### config.mk
export PLATFORM = sky130hd
export DESIGN_NAME = genius_game_fsm_flat
export DESIGN_NICKNAME = d
export VERILOG_FILES = /design/src/rtl/genius_game_fsm_if.sv /design/src/rtl/genius_game_fsm.sv /design/src/flat_wrapper.sv
export SDC_FILE = /design/constraint.sdc
export NUM_CORES = 1
export LEC_CHECK = 0
export ABC_AREA = 1
export CAP_MARGIN = 5
export CORE_AREA = 2 2 102 104
export DETAILED_ROUTE_END_ITERATION = 8
export DIE_AREA = 0 0 104 106
export PLACE_DENSITY_LB_ADDON = 0.08
export SLEW_MARGIN = 20
export SYNTH_ARGS = -nofsm -noshare
export SYNTH_HDL_FRONTEND = slang
export SYNTH_SLANG_ARGS = --single-unit
export TNS_END_PERCENT = 1
### constraint.sdc
create_clock -name clk_pll -period 3.6 [get_ports clk_pll]
set_input_delay 0.72 -clock clk_pll [delete_from_list [all_inputs] [get_ports clk_pll]]
set_output_delay 0.72 -clock clk_pll [all_outputs]
set_load 0.02 [all_outputs]
### src/rtl/genius_game_fsm_if.sv
// Interface between the IR remote decoder / display logic and the Genius game engine.
// The decoder side (master) drives colour, button and ready; the engine side
// (slave) returns the LED pattern, score and status flags.
interface genius_game_fsm_if;
  logic [1:0] cor;
  logic [2:0] botao;
  logic       ready;
  logic [3:0] led;
  logic [5:0] score;
  logic       win;
  logic       game_over;
  logic [2:0] state_dbg;

  modport master (
    output cor, botao, ready,
    input  led, score, win, game_over, state_dbg
  );

  modport slave (
    input  cor, botao, ready,
    output led, score, win, game_over, state_dbg
  );
endinterface

### src/rtl/genius_game_fsm.sv
// Genius (Simon) game engine: grows a random colour sequence one step per round,
// plays it back on four one-hot LEDs, then checks the player's echo from the IR remote.
// Optional feature: define GENIUS_TIMEOUT_EN to make an idle player lose after
// TIMEOUT_CYCLES clocks in WAIT_IN; without it WAIT_IN waits forever.
module genius_game_fsm #(
  parameter int MAX_LEN        = 16,
  parameter int SHOW_CYCLES    = 25000000,
  parameter int GAP_CYCLES     = 12500000,
  parameter int TIMEOUT_CYCLES = 250000000
) (
  input logic              clk_pll,
  input logic              reset,
  genius_game_fsm_if.slave bus
);

  localparam int LW = $clog2(MAX_LEN + 1);
  localparam int IW = $clog2(MAX_LEN);
  localparam logic [31:0]   GAP_LOAD     = 32'(GAP_CYCLES - 1);
  localparam logic [31:0]   SHOW_LOAD    = 32'(SHOW_CYCLES - 1);
  localparam logic [31:0]   TIMEOUT_LOAD = 32'(TIMEOUT_CYCLES - 1);
  localparam logic [LW-1:0] LEN_MAX      = LW'(MAX_LEN);

  typedef enum logic [2:0] {
    S_IDLE     = 3'd0,
    S_ADD      = 3'd1,
    S_GAP      = 3'd2,
    S_SHOW_ON  = 3'd3,
    S_SHOW_OFF = 3'd4,
    S_WAIT_IN  = 3'd5,
    S_WIN      = 3'd6,
    S_LOSE     = 3'd7
  } state_t;

  state_t        state, state_n;
  logic [LW-1:0] len, len_n;
  logic [LW-1:0] idx, idx_n;
  logic [31:0]   timer, timer_n;
  logic [5:0]    score, score_n;
  logic          ready_d;
  logic [1:0]    last_col, last_col_n;
  logic          last_vld, last_vld_n;
  logic [1:0]    mem [MAX_LEN];
  logic          mem_we;

  logic          evt;
  logic          is_colour;
  logic          is_start;
  logic [1:0]    code_col;
  logic          col_evt;
  logic          start_evt;
  logic [1:0]    cur_col;
  logic          last_step;

  assign evt       = bus.ready & ~ready_d;
  assign col_evt   = evt & is_colour;
  assign start_evt = evt & is_start;
  assign cur_col   = mem[idx[IW-1:0]];
  assign last_step = (idx == len - 1'b1);

  // Translate the remote's button code into a colour index or a START request.
  always_comb begin
    is_colour = 1'b1;
    is_start  = 1'b0;
    code_col  = 2'd0;
    case (bus.botao)
      3'b100:  code_col = 2'd0;
      3'b011:  code_col = 2'd1;
      3'b110:  code_col = 2'd2;
      3'b010:  code_col = 2'd3;
      3'b001: begin
        is_colour = 1'b0;
        is_start  = 1'b1;
      end
      default: is_colour = 1'b0;
    endcase
  end

  // State and datapath registers; ready_d resets high so a held button is not a press.
  always_ff @(posedge clk_pll) begin
    if (reset) begin
      state    <= S_IDLE;
      len      <= '0;
      idx      <= '0;
      timer    <= '0;
      score    <= '0;
      ready_d  <= 1'b1;
      last_col <= '0;
      last_vld <= 1'b0;
    end else begin
      state    <= state_n;
      len      <= len_n;
      idx      <= idx_n;
      timer    <= timer_n;
      score    <= score_n;
      ready_d  <= bus.ready;
      last_col <= last_col_n;
      last_vld <= last_vld_n;
    end
  end

  // Sequence memory is deliberately not cleared by reset; a new game overwrites it.
  always_ff @(posedge clk_pll) begin
    if (mem_we) begin
      mem[len[IW-1:0]] <= bus.cor;
    end
  end

  // Next-state logic: playback timing, echo checking and game start/end.
  always_comb begin
    state_n    = state;
    len_n      = len;
    idx_n      = idx;
    timer_n    = timer;
    score_n    = score;
    last_col_n = last_col;
    last_vld_n = last_vld;
    mem_we     = 1'b0;
    case (state)
      S_IDLE, S_WIN, S_LOSE: begin
        if (start_evt) begin
          state_n = S_ADD;
          len_n   = '0;
          score_n = '0;
        end
      end
      S_ADD: begin
        mem_we     = ~reset;
        len_n      = len + 1'b1;
        idx_n      = '0;
        timer_n    = GAP_LOAD;
        last_vld_n = 1'b0;
        state_n    = S_GAP;
      end
      S_GAP: begin
        if (timer == '0) begin
          state_n = S_SHOW_ON;
          timer_n = SHOW_LOAD;
        end else begin
          timer_n = timer - 32'd1;
        end
      end
      S_SHOW_ON: begin
        if (timer == '0) begin
          state_n = S_SHOW_OFF;
          timer_n = GAP_LOAD;
        end else begin
          timer_n = timer - 32'd1;
        end
      end
      S_SHOW_OFF: begin
        if (timer == '0) begin
          if (last_step) begin
            idx_n   = '0;
            timer_n = TIMEOUT_LOAD;
            state_n = S_WAIT_IN;
          end else begin
            idx_n   = idx + 1'b1;
            timer_n = SHOW_LOAD;
            state_n = S_SHOW_ON;
          end
        end else begin
          timer_n = timer - 32'd1;
        end
      end
      S_WAIT_IN: begin
`ifdef GENIUS_TIMEOUT_EN
        if (timer != '0) begin
          timer_n = timer - 32'd1;
        end else if (!col_evt) begin
          state_n = S_LOSE;
        end
`endif
        if (col_evt) begin
          last_col_n = code_col;
          last_vld_n = 1'b1;
          timer_n    = TIMEOUT_LOAD;
          if (code_col != cur_col) begin
            state_n = S_LOSE;
          end else if (last_step) begin
            score_n = score + 6'd1;
            idx_n   = '0;
            state_n = (len == LEN_MAX) ? S_WIN : S_ADD;
          end else begin
            idx_n = idx + 1'b1;
          end
        end
      end
      default: state_n = S_IDLE;
    endcase
  end

  // LED pattern: playback colour, echo of the pressed colour, or all-on for a win.
  always_comb begin
    bus.led = 4'b0000;
    case (state)
      S_SHOW_ON: bus.led = 4'b0001 << cur_col;
      S_WAIT_IN: begin
        if (bus.ready) begin
          if (col_evt) begin
            bus.led = 4'b0001 << code_col;
          end else if (last_vld) begin
            bus.led = 4'b0001 << last_col;
          end
        end
      end
      S_WIN:     bus.led = 4'b1111;
      default:   bus.led = 4'b0000;
    endcase
  end

  assign bus.score     = score;
  assign bus.win       = (state == S_WIN);
  assign bus.game_over = (state == S_LOSE);
  assign bus.state_dbg = state;

endmodule
### src/flat_wrapper.sv
// flat-port wrapper written by rule: the top's interface ports become plain ports
module genius_game_fsm_flat 
#(
  parameter int MAX_LEN        = 16,
  parameter int SHOW_CYCLES    = 25000000,
  parameter int GAP_CYCLES     = 12500000,
  parameter int TIMEOUT_CYCLES = 250000000
)
  (clk_pll, reset, bus_cor, bus_botao, bus_ready, bus_led, bus_score, bus_win, bus_game_over, bus_state_dbg);
  genius_game_fsm_if bus_i ();
  input logic clk_pll;
  input logic reset;
  input wire logic [$bits(bus_i.cor)-1:0] bus_cor;
  input wire logic [$bits(bus_i.botao)-1:0] bus_botao;
  input wire logic [$bits(bus_i.ready)-1:0] bus_ready;
  output wire logic [$bits(bus_i.led)-1:0] bus_led;
  output wire logic [$bits(bus_i.score)-1:0] bus_score;
  output wire logic [$bits(bus_i.win)-1:0] bus_win;
  output wire logic [$bits(bus_i.game_over)-1:0] bus_game_over;
  output wire logic [$bits(bus_i.state_dbg)-1:0] bus_state_dbg;
  assign bus_i.cor = bus_cor;
  assign bus_i.botao = bus_botao;
  assign bus_i.ready = bus_ready;
  assign bus_led = bus_i.led;
  assign bus_score = bus_i.score;
  assign bus_win = bus_i.win;
  assign bus_game_over = bus_i.game_over;
  assign bus_state_dbg = bus_i.state_dbg;
  genius_game_fsm #(.MAX_LEN(MAX_LEN), .SHOW_CYCLES(SHOW_CYCLES), .GAP_CYCLES(GAP_CYCLES), .TIMEOUT_CYCLES(TIMEOUT_CYCLES)) u_core (.clk_pll(clk_pll), .reset(reset), .bus(bus_i));
endmodule
# [Word level (Yosys, flattened, before mapping)]
# Memory sizes are Yosys's and may differ from the RTL's. A register that Yosys moved wholly into a read port is not among the register bits.
# Index checks and enable logic that the tools add are counted.
[op_classes] n_addsub=5 mul=0 div=0 magnitude_cmp=0 n_eq_ne=23 n_shift=3 mux=42 bitwise=5 reduce_logical=16
[op_table] operator="case mux 32 bit (5 select lines)" count=1
[op_table] operator="2-to-1 mux 32 bit" count=4
[op_table] operator="zero test 32 bit" count=1
[op_table] operator="subtractor 32 x 1 -> 32 bit (second input constant)" count=1
[op_table] operator="2-to-1 mux 28 bit" count=1
[op_table] operator="2-to-1 mux 3 bit" count=9
[op_table] operator="2-to-1 mux 5 bit" count=5
[op_table] operator="2-to-1 mux 6 bit" count=4
[op_table] operator="2-to-1 mux 4 bit" count=5
[op_table] operator="equality test 3 bit (second input constant)" count=6
[op_table] operator="case mux 3 bit (6 select lines)" count=1
[op_table] operator="case mux 5 bit (3 select lines)" count=1
[op_table] operator="equality test 3 x 2 -> 1 bit (second input constant)" count=4
[op_table] operator="!= test 2 x 1 -> 1 bit (second input constant)" count=6
[op_table] operator="case mux 4 bit (3 select lines)" count=1
[op_table] operator="case mux 6 bit (2 select lines)" count=1
[op_table] operator="left shift 1 x 2 -> 4 bit (first input constant)" count=3
[op_table] operator="adder 5 x 1 -> 5 bit (second input constant)" count=2
[op_table] operator="case mux 5 bit (2 select lines)" count=1
[op_table] operator="AND reduction 2 bit" count=4
[op_table] operator="adder 6 x 1 -> 6 bit (second input constant)" count=1
[op_table] operator="equality test 3 x 1 -> 1 bit (second input constant)" count=2
[op_table] operator="2-to-1 mux 1 bit" count=6
[op_table] operator="case mux 2 bit (3 select lines)" count=1
[op_table] operator="other kinds (18)" count=23
[word_totals] reg_bits=55 latchBits=0 mem_bits_rw=32 rom_bits=0 inputBits=8 wordCells=103 mem_count=1
[memory_table] name="u_core.mem" words=16 word_bits=2 read_ports=1 rd_clocked_by_memory_dff=1 wr=1 line_no="genius_game_fsm.sv:42" text="logic [1:0] mem [MAX_LEN];"

# [Logic depth before layout (Yosys ltp)]
[depth] ltp_word=8 ltp_mapped=17

# [Worst setup path after synthesis]
# Ideal clock, no wire load.
[synth_timing] kind="register to output" start="register u_core.state[2] (netlist: u_core.bus.state_dbg[2])" end="output bus_led[1]" arrival_time_ps=1720 required_ps=2880 path_slack_ps=1160 stages_incl_launch_ff=10 n_path_buf=1 cell_sequence="dfxtp_1 inv_2 nor2_2 inv_2 nor2_8 inv_2 clkbuf_1 nor2_1 a31oi_1 o21ai_0"
[synth_via] elab_chain_len=2
[synth_rtl] element="start, declared" line_no="genius_game_fsm.sv:34" text="state_t state, state_n;"
[synth_rtl] element="start signal, assigned" line_no="genius_game_fsm.sv:90" text="state <= state_n;"
[synth_rtl] element="equality test 3 bit or equality test 3 x 2 -> 1 bit (tied branches)" line_no="genius_game_fsm.sv:195" text="case (state)"
[synth_rtl] element="case mux 4 bit (3 select lines) *" line_no="genius_game_fsm.sv:195"
[synth_rtl] element="end, declared" line_no="flat_wrapper.sv:16" text="output wire logic [$bits(bus_i.led)-1:0] bus_led;"
# Every way passes the cells marked *; elsewhere a longest branch is shown, timed or not.

==> reports/results.tsv <==
metric	value	unit
outcome	finished clean	
cts.path.max_buffers	2	
place_congestion	0.8792	
layout_common_cells	nand2_1, nor2_1, inv_1	
htree_levels	3	
cts_setup_buffers	0	
grt_pass1_wl	21580	um
seq_area_frac_synth	40.54	%
syn_avg_cell_area	7.411	um^2
max_cap_viol_count	0	
first_iter_violations	288	
drtAntennaViolNets	0	
fin_crit_sh	97.55	%
report.final.setup_viol	0	
numPlacedInstances	861	
fmax	0.2848	GHz
grt_max_degree	28	
cts_buffers	9	
crit_required	2.88	ns
final.setup_skew	0.01107	ns
wl	12860	um
critical_path_class	register to output port	
critPathTopFamily	buffers and inverters	
path_buf_inv	2	
syn_nets	730	
num-nets-final	753	
ys_ff_latch	91	
clock-sinks	91	
initial_core_util	52.84	%
cts.clk_slew.worst_paths	0.09	ns
root_buffer	clkbuf_8	
clk_latency	0.38	ns
overflow	0	
layout_commonest_cell	nand2_1	
routed_via_density	5.439	
n_antenna_cell	0	
cts_tree	yes	
worst_pin_slew	0.6492	ns
nFillCells	970	
arrival	2.79	ns
port_buffers	22	
antenna_found_initial	0	
grt_usage	24.44	%
worst_setup_path_start_kind	register	
grt_pass1_vias	4551	
dp_hpwl	9347	um
firstDrtPassIters	5	
die_y	106	um
drc	0	
die_w	104	um
synthToLayoutAreaGrowth	9.780	%
min-delay-path-class	register to register	
finalNonFillerCells	877	
async_reset_ff_share	0	%
wl_per_cell	14.67	um
yosys_warnings	0	
min_period	3.512	ns
ir_worst_vdd	0.5097	mV
synth_edf_count	32	
hold_buffers	0	
fin_tns_setup	0	ns
crit_top_cell	nand3_1	
multi_input_area	2719	um^2
slew_headroom	56.39	%
rsz0062_at_grt	no	
core_area	10000	um^2
slowest_stage	dfxtp_1	
crit_chain	buf_4 > nand2_1 > nand3_1 > nand3_1 > nand3_1 > nand3_1 > o21ai_0 > clkdlybuf4s50_1	
die_area	11020	um^2
row_count	37	
cts.repair.resized	0	
ys.flop_type	dfxtp_1	
synth.distinct_cells	48	
placed_cell_area	5615	um^2
drive_gt1_share	10.53	%
io_pins	23	
syn_inst	713	
path_max_fanout	14	
fin_area	5801	um^2
syn-cell-area	5284	um^2
num_vias	4770	
fin_util	58.01	%
register_area	2142	um^2
power_density	686.4	nW/um^2
setup.worst_path.end_class	output port	
maxSlewViolCount	0	
p_leak	2.374	nW
slowest_delay	0.69	ns
finalHoldViolations	0	
==> path summary, 6_finish.rpt <==
path | start | end | slack [ns] | cells after the start
min | u_core.idx[4] | u_core.idx[4] | 0.50 | 2
max reg2reg | register | u_core.idx[3] | 1.36 | 14
max | register | bus_led[1] | 0.09 | 8
min reg2reg | u_core.idx[4] | u_core.idx[4] | 0.50 | 2
==> sequential cells by signal, indices dropped and copies added (netlist names), named ones only <==
name,count
u_core.bus.state_dbg,3
u_core.last_vld,1
u_core.mem,32
u_core.ready_d,1
u_core.len,5
u_core.last_col,2
u_core.idx,5
u_core.timer,32
u_core.bus.score,6
==> per-layer routing <==
| metal | global-route usage, % | routed length, um |
|---|---|---|
| met1 | 29.73 | 5659 |
| met2 | 43.47 | 6422 |
| met3 | 3.188 | 488 |
| met4 | 10.62 | 293 |
| met5 | 0 | 0 |
==> area by class of cell <==
type                    instances  share of cell area, %
well taps                     136                  2.934
clock buffers                  12                  2.330
clock inverters                 4                 0.8628
flip-flops and latches         91                  36.93
multi-input cells             524                  46.87
repair buffers                 27                  4.443
inverters                      83                  5.630
==> stage by stage <==
| step | hold WS [ns] | power (mW) | setup slack (ns) |
|---|---|---|---|
| floorplan | 0.4625 | 2.896 | 1.160 |
| global placement | 0.4826 | 3.252 | 0.2871 |
| detailed placement | 0.4943 | 3.291 | 0.1518 |
| CTS | 0.5053 | 3.989 | 0.1426 |
| global route | 0.5303 | 4.291 | 0.01145 |
| finish | 0.5030 | 3.981 | 0.08832 |
==> synth_stat cells (2+ instances only) <==
| cell type | instances | area, um^2 |
|---|---|---|
| a21oi_1 | 41 | 205.2 |
| a31oi_1 | 9 | 56.30 |
| buf_2 | 2 | 10.01 |
| inv_2 | 11 | 41.29 |
| o21ai_0 | 28 | 140.1 |
| or2_0 | 2 | 12.51 |
| nor3_2 | 2 | 20.02 |
| nand3b_1 | 2 | 15.01 |
| nand4_2 | 2 | 25.02 |
| or2_1 | 3 | 18.77 |
| buf_4 | 2 | 15.01 |
| nand2_1 | 155 | 581.8 |
| nand2_4 | 6 | 67.56 |
| nor2_2 | 9 | 56.30 |
| nor2_1 | 94 | 352.8 |
| nor3_1 | 12 | 60.06 |
| xnor2_1 | 12 | 105.1 |
| inv_4 | 2 | 12.51 |
| ha_1 | 9 | 112.6 |
| xor2_1 | 11 | 96.34 |
| o211ai_1 | 7 | 52.55 |
| nand2_2 | 13 | 81.33 |
| o21ai_1 | 9 | 45.04 |
| nand4_1 | 9 | 56.30 |
| buf_6 | 4 | 45.04 |
| o31ai_1 | 3 | 22.52 |
| or2_2 | 2 | 12.51 |
| nor2_4 | 5 | 56.30 |
| nand3_2 | 3 | 30.03 |
| nor4_1 | 3 | 18.77 |
| edfxtp_1 | 32 | 960.9 |
| dfxtp_1 | 59 | 1181 |
| clkbuf_1 | 7 | 26.28 |
| nand3_1 | 63 | 315.3 |
| inv_1 | 67 | 251.5 |
==> cell families after synthesis <==
| logic type | share of synthesized area [%] |
|---|---|
| xor+xnor | 3.812 |
| simple gates | 34.79 |
| buf+inv | 8.004 |
| flops | 40.54 |
| fa+ha+maj | 2.131 |
| compound gates | 10.73 |
==> worst min-delay path, delay by kind of cell, from the launching register on <==
family / cells / cell delay, ns
buffers and inverters: 1 / 0.08
DFF: 1 / 0.33
AOI/OAI and AO/OA: 1 / 0.06
==> power breakdown <==
group          internal [mW]  switching [mW]  total [mW]
Sequential              1.20           0.176        1.38
Clock                  0.323           0.379       0.702
Combinational          0.671            1.23        1.90
Total                   2.19            1.79        3.98
Power figures use the tool's default switching activity.
